==> config.mk <==
export PLATFORM = sky130hd
export DESIGN_NAME = irq_priority_resolver
export DESIGN_NICKNAME = d
export VERILOG_FILES = /design/src/rtl/irq_priority_resolver.sv
export SDC_FILE = /design/constraint.sdc
export NUM_CORES = 1
export LEC_CHECK = 0
export BUFFER_PORTS_ARGS = -buffer_cell sky130_fd_sc_hd__buf_2
export CAP_MARGIN = 40
export CORE_ASPECT_RATIO = 1.4
export CORE_UTILIZATION = 35
export DETAILED_ROUTE_END_ITERATION = 10
export GPL_TIMING_DRIVEN = 1
export HOLD_SLACK_MARGIN = 0.08
export PLACE_DENSITY = 0.6
export SLEW_MARGIN = 25
export SYNTH_ARGS = -nofsm -noshare
export SYNTH_HDL_FRONTEND = slang
export SYNTH_SLANG_ARGS = --single-unit
==> constraint.sdc <==
create_clock -name clk -period 4.89 [get_ports clk]
set_clock_uncertainty 0.15 [all_clocks]
set_input_delay 0.489 -clock clk [delete_from_list [all_inputs] [get_ports clk]]
set_output_delay 0.489 -clock clk [all_outputs]
set_load 0.01 [all_outputs]
==> src/rtl/irq_priority_resolver.sv <==
// irq_priority_resolver: 8259-style priority resolver and in-service register.
// Picks the highest-priority unmasked request under the current rotation,
// raises INT, runs the two-strobe INTA handshake that latches the served
// level into the ISR and issues the vector, and applies EOI / rotation
// commands.
//
// Handshake: ack1, ack2 and eoi_valid are single-cycle strobes that are
// sampled on the rising edge of clk; there is no backpressure. irr_clear and
// vector_valid are single-cycle pulses. ack1 is honoured only in IDLE and
// ack2 only in WAIT_ACK2; a strobe in any other state is ignored.
module irq_priority_resolver (
  input  logic       clk,
  input  logic       rst_n,
  input  logic [7:0] irr,
  input  logic [7:0] imr,
  input  logic [4:0] vector_base,
  input  logic       ack1,
  input  logic       ack2,
  input  logic       eoi_valid,
  input  logic       eoi_specific,
  input  logic [2:0] eoi_level,
  input  logic       rotate_on_eoi,
  input  logic       auto_eoi,
  input  logic       auto_rotate,
  input  logic       special_mask,
  output logic       int_req,
  output logic [7:0] isr,
  output logic [2:0] highest_isr_level,
  output logic       isr_valid,
  output logic [7:0] irr_clear,
  output logic [7:0] vector,
  output logic       vector_valid,
  output logic [2:0] lowest_priority
);

  typedef enum logic {
    IDLE      = 1'b0,
    WAIT_ACK2 = 1'b1
  } state_t;

  state_t     state_q, state_d;
  logic [7:0] isr_q, isr_d;
  logic [2:0] lp_q, lp_d;
  logic       int_req_q, int_req_d;
  logic [7:0] irr_clear_q, irr_clear_d;
  logic [7:0] vector_q, vector_d;
  logic       vector_valid_q, vector_valid_d;
  logic [2:0] level_q, level_d;
  logic       spurious_q, spurious_d;

  logic [7:0] cand;
  logic       has_cand;
  logic [2:0] winner;
  logic [2:0] hi_level;
  logic       isr_any;
  logic       eligible;

  // Highest-priority set bit of v when lp is the lowest-priority level.
  // Scanning from the lowest rank upward lets the last hit be the winner.
  function automatic logic [2:0] pick(input logic [7:0] v, input logic [2:0] lp);
    logic [2:0] res;
    logic [2:0] idx;
    res = 3'd0;
    for (int k = 8; k >= 1; k--) begin
      idx = 3'(lp + 3'(k));
      if (v[idx]) res = idx;
    end
    return res;
  endfunction

  // Rank 0 is the highest priority level under the current rotation.
  function automatic logic [2:0] rank(input logic [2:0] lvl, input logic [2:0] lp);
    return 3'(lvl - lp - 3'd1);
  endfunction

  // Candidate selection, ISR priority and eligibility from registered state.
  always_comb begin
    cand     = irr & ~imr;
    has_cand = |cand;
    winner   = pick(cand, lp_q);
    isr_any  = |isr_q;
    hi_level = isr_any ? pick(isr_q, lp_q) : 3'd0;
    eligible = 1'b0;
    if (has_cand) begin
      if (special_mask) begin
        eligible = ~isr_q[winner];
      end else begin
        eligible = ~isr_any || (rank(winner, lp_q) < rank(hi_level, lp_q));
      end
    end
  end

  // Next-state: INTA handshake, EOI handling and rotation pointer.
  always_comb begin
    state_d        = state_q;
    isr_d          = isr_q;
    lp_d           = lp_q;
    int_req_d      = 1'b0;
    irr_clear_d    = 8'h00;
    vector_d       = vector_q;
    vector_valid_d = 1'b0;
    level_d        = level_q;
    spurious_d     = spurious_q;

    // AEOI at the end of the handshake; an explicit EOI below may override
    // the rotation it requests.
    if (state_q == WAIT_ACK2 && ack2) begin
      state_d        = IDLE;
      vector_d       = {vector_base, level_q};
      vector_valid_d = 1'b1;
      if (auto_eoi && !spurious_q) begin
        isr_d[level_q] = 1'b0;
        if (auto_rotate) lp_d = level_q;
      end
    end

    // EOI acts on the pre-edge ISR.
    if (eoi_valid) begin
      if (eoi_specific) begin
        isr_d[eoi_level] = 1'b0;
        if (rotate_on_eoi) lp_d = eoi_level;
      end else if (isr_any) begin
        isr_d[hi_level] = 1'b0;
        if (rotate_on_eoi) lp_d = hi_level;
      end
    end

    // First INTA: latch the winner last so a same-cycle EOI cannot undo it.
    if (state_q == IDLE && ack1) begin
      state_d = WAIT_ACK2;
      if (has_cand) begin
        level_d             = winner;
        spurious_d          = 1'b0;
        isr_d[winner]       = 1'b1;
        irr_clear_d[winner] = 1'b1;
      end else begin
        level_d    = 3'd7;
        spurious_d = 1'b1;
      end
    end

    // INT is held low from the ack1 edge through the ack2 edge.
    if (state_q == IDLE && !ack1) begin
      int_req_d = eligible;
    end
  end

  // State registers.
  always_ff @(posedge clk or negedge rst_n) begin
    if (!rst_n) begin
      state_q        <= IDLE;
      isr_q          <= 8'h00;
      lp_q           <= 3'd7;
      int_req_q      <= 1'b0;
      irr_clear_q    <= 8'h00;
      vector_q       <= 8'h00;
      vector_valid_q <= 1'b0;
      level_q        <= 3'd0;
      spurious_q     <= 1'b0;
    end else begin
      state_q        <= state_d;
      isr_q          <= isr_d;
      lp_q           <= lp_d;
      int_req_q      <= int_req_d;
      irr_clear_q    <= irr_clear_d;
      vector_q       <= vector_d;
      vector_valid_q <= vector_valid_d;
      level_q        <= level_d;
      spurious_q     <= spurious_d;
    end
  end

  assign int_req           = int_req_q;
  assign isr               = isr_q;
  assign highest_isr_level = hi_level;
  assign isr_valid         = isr_any;
  assign irr_clear         = irr_clear_q;
  assign vector            = vector_q;
  assign vector_valid      = vector_valid_q;
  assign lowest_priority   = lp_q;

endmodule

==> qor.csv <==
metric;value;unit
cell at the root of the clock tree;clkbuf_16;
number of synthesized flops with an enable pin;0;
net count of the mapped netlist;417;
endpoint class of the critical path;flip-flop;
final RePlAce weighted congestion;0.9218;
dominant synthesized flop cell;dfrtp_1;
number of flip-flops and latches in the synthesized netlist;34;
per-cell via count in the routed design;5.797;
quantity of gates resized following cts;0;
endpoints failing hold;0;
most repeated cell in the gate-level netlist after synthesis;nand2_1;
Layout Area Growth over Synthesis;20.06;%
run status;completed;
floorplan core area;9564;µm²
startpoint type of the worst setup path;flip-flop;
area share of the leading cell type in the synthesized netlist;0.2221;
leading cell types by count after synthesis;nand2_1, dfrtp_1, nor2_1, mux4_2;
Yosys warnings;0;
fin nets;489;
via count of the first global-routing pass;3464;
fraction of synthesis flops using an asynchronous set or reset pin;1.000;
worst slew pin tran;0.7755;ns
highest attainable clock frequency;217.3;MHz
max cap viols;0;
pins over their slew limit;0;
share of synthesized area occupied by flip-flops and latches;0.2447;
cell area after synthesis;3492;µm²
time the worst path needs with I/O delays and setup;4.602;ns
fraction of final layout cells sized beyond drive strength 1;0.3125;
vertical extent of the die;120.2;µm
remaining global-route overflow;0;
post-route fraction of the period consumed by the critical path;0.9412;
# DRC;0;
peak fanout along the critical path;11;
Initial Util;0.3651;
initial antenna violation count;0;
path category of the worst min-delay check;in -> reg;
start-to-end type of the worst setup path;reg -> reg;
drt pass-1 iters;5;
pin count of the biggest net entering global routing;35;
mean routed wirelength per cell;18.28;µm
IO buf count;66;
endpoints failing setup;0;
post-synth cell types;72;
Arr. time, crit path;4.62;ns
TritonCTS clock tree;yes;
full die area;10390;µm²
CTS Buf Count;5;
Post-Route WL;10600;µm
top-level I/O count;67;
aggregate negative setup slack;0;ns
num rows;42;
worst endpoint required time;4.91;ns
clock latency on the worst-skew pair;0.28;ns
total global-route track usage;0.2202;
remaining max-slew budget at the tightest pin;0.4819;
clk sink count;34;
final antenna diode count;0;
Post-Syn Area per Cell;9.312;µm²
Chip Width;86.42;µm
clock-pin slew reported for the worst setup and hold paths after clock tree synthesis;0.05;ns
Post-Syn Instances;375;
detailed placement HPWL;8376;µm
main area contributors after synthesis;dfrtp_1, mux4_2, mux2_2;
total via count after detailed routing;3362;
count of nets left with antenna violations after detail routing;0;
wire length of the first global-routing pass;17550;µm
unrepaired setup endpoints after global routing;no;
cell type with the highest aggregate area in the netlist;dfrtp_1;
buffer depth of the longest clock path;2;
# H-tree levels;2;
Iteration-0 DRC Markers;260;
-- worst paths after layout --
check	slack, ns	endpoint	startpoint	cells after the start
setup / recovery	0.29	int_req	lowest_priority[0]	15
hold / removal	0.28	vector[4]	vector_base[1]	2
setup reg to reg	0.29	int_req	lowest_priority[0]	15
hold reg to reg	0.34	vector[2]	vector[2]	2
max in group asynchronous	3.63	lowest_priority[2]	rst_n	3
min in group asynchronous	0.48	irr_clear[2]	rst_n	2
-- metal layers --
metal | track usage | wire length [µm]
met1 | 0.2448 | 3956
met2 | 0.3934 | 5610
met3 | 0.02867 | 552
met4 | 0.1333 | 484
met5 | 0 | 0
-- cells by family (layout without fill, tap and decap cells) --
group / count (synthesis) / count (layout) / synth area share
and+or+nand+nor: 129 / 129 / 0.1917
muxes: 50 / 50 / 0.2286
buffers and inverters: 34 / 107 / 0.04299
AOI/OAI and AO/OA: 110 / 110 / 0.2318
xor gates and xnor gates: 10 / 10 / 0.02723
adders and majority gates: 8 / 8 / 0.03296
DFF: 34 / 34 / 0.2447
-- through the flow --
stage / cells / instance area (µm²) / hold slack, ns / util / setup slack [ns]
2_1_floorplan: 375 / 3492 / 0.04341 / - / 0.3212
3_3_place_gp: 570 / 4004 / 0.3145 / 0.4186 / 0.3831
3_5_place_dp: 570 / 4004 / 0.3232 / 0.4186 / 0.2992
4_1_cts: 578 / 4155 / 0.1544 / 0.4345 / 0.2741
5_1_grt: 580 / 4193 / 0.2852 / 0.4384 / 0.06944
6_report: 580 / 4193 / 0.2838 / 0.4384 / 0.2877
-- timing repair --
item / CTS / global route
setup buffers: 0 / 0
endpoints found under the hold margin: 0 / 11
hold buffers: 0 / 1
-- final cells by class --
type / count / area (µm²)
fillers: 973 / 5371
multi-input cells: 307 / 2487
flip-flops and latches: 34 / 854.6
repair buffers: 78 / 455.4
well taps: 132 / 165.2
clock buffers: 6 / 138.9
inverters: 21 / 78.83
clock inverters: 2 / 12.51
-- worst max-delay path, stage by stage, from the launching register on --
cell,delay (ns)
dfstp_2,0.59
buf_4,0.22
mux4_1,0.67
nor2b_1,0.17
mux4_2,0.52
o21a_1,0.20
o311ai_2,0.30
inv_2,0.13
ha_1,0.22
inv_1,0.06
fa_1,0.42
ha_1,0.29
a21o_1,0.10
a21oi_1,0.06
o311a_1,0.29
o311a_1,0.11
-- sequential cells by signal, summed over array words and instances, names as in the netlist --
signal           count
irr_clear            8
isr                  8
vector               8
level_q              3
lowest_priority      3
int_req              1
spurious_q           1
state_q              1
vector_valid         1
-- placed cells by master (no fill, tap or decap), drive strengths merged, types with 5 or more instances in the layout --
master / n
a31oi: 6
dfrtp: 31
a211oi: 6
inv: 20
buf: 77
mux2i: 13
nor2: 31
nand2b: 16
nor2b: 15
o22ai: 6
ha: 6
mux2: 16
xnor2: 7
nand2: 32
nor4: 6
mux4: 21
and2: 6
nand3: 5
a21oi: 18
clkbuf: 6
nor3: 8
o21ai: 24
Power is not shown: default switching activity piles up to over one toggle a cycle in this logic, so the estimate is an artifact.
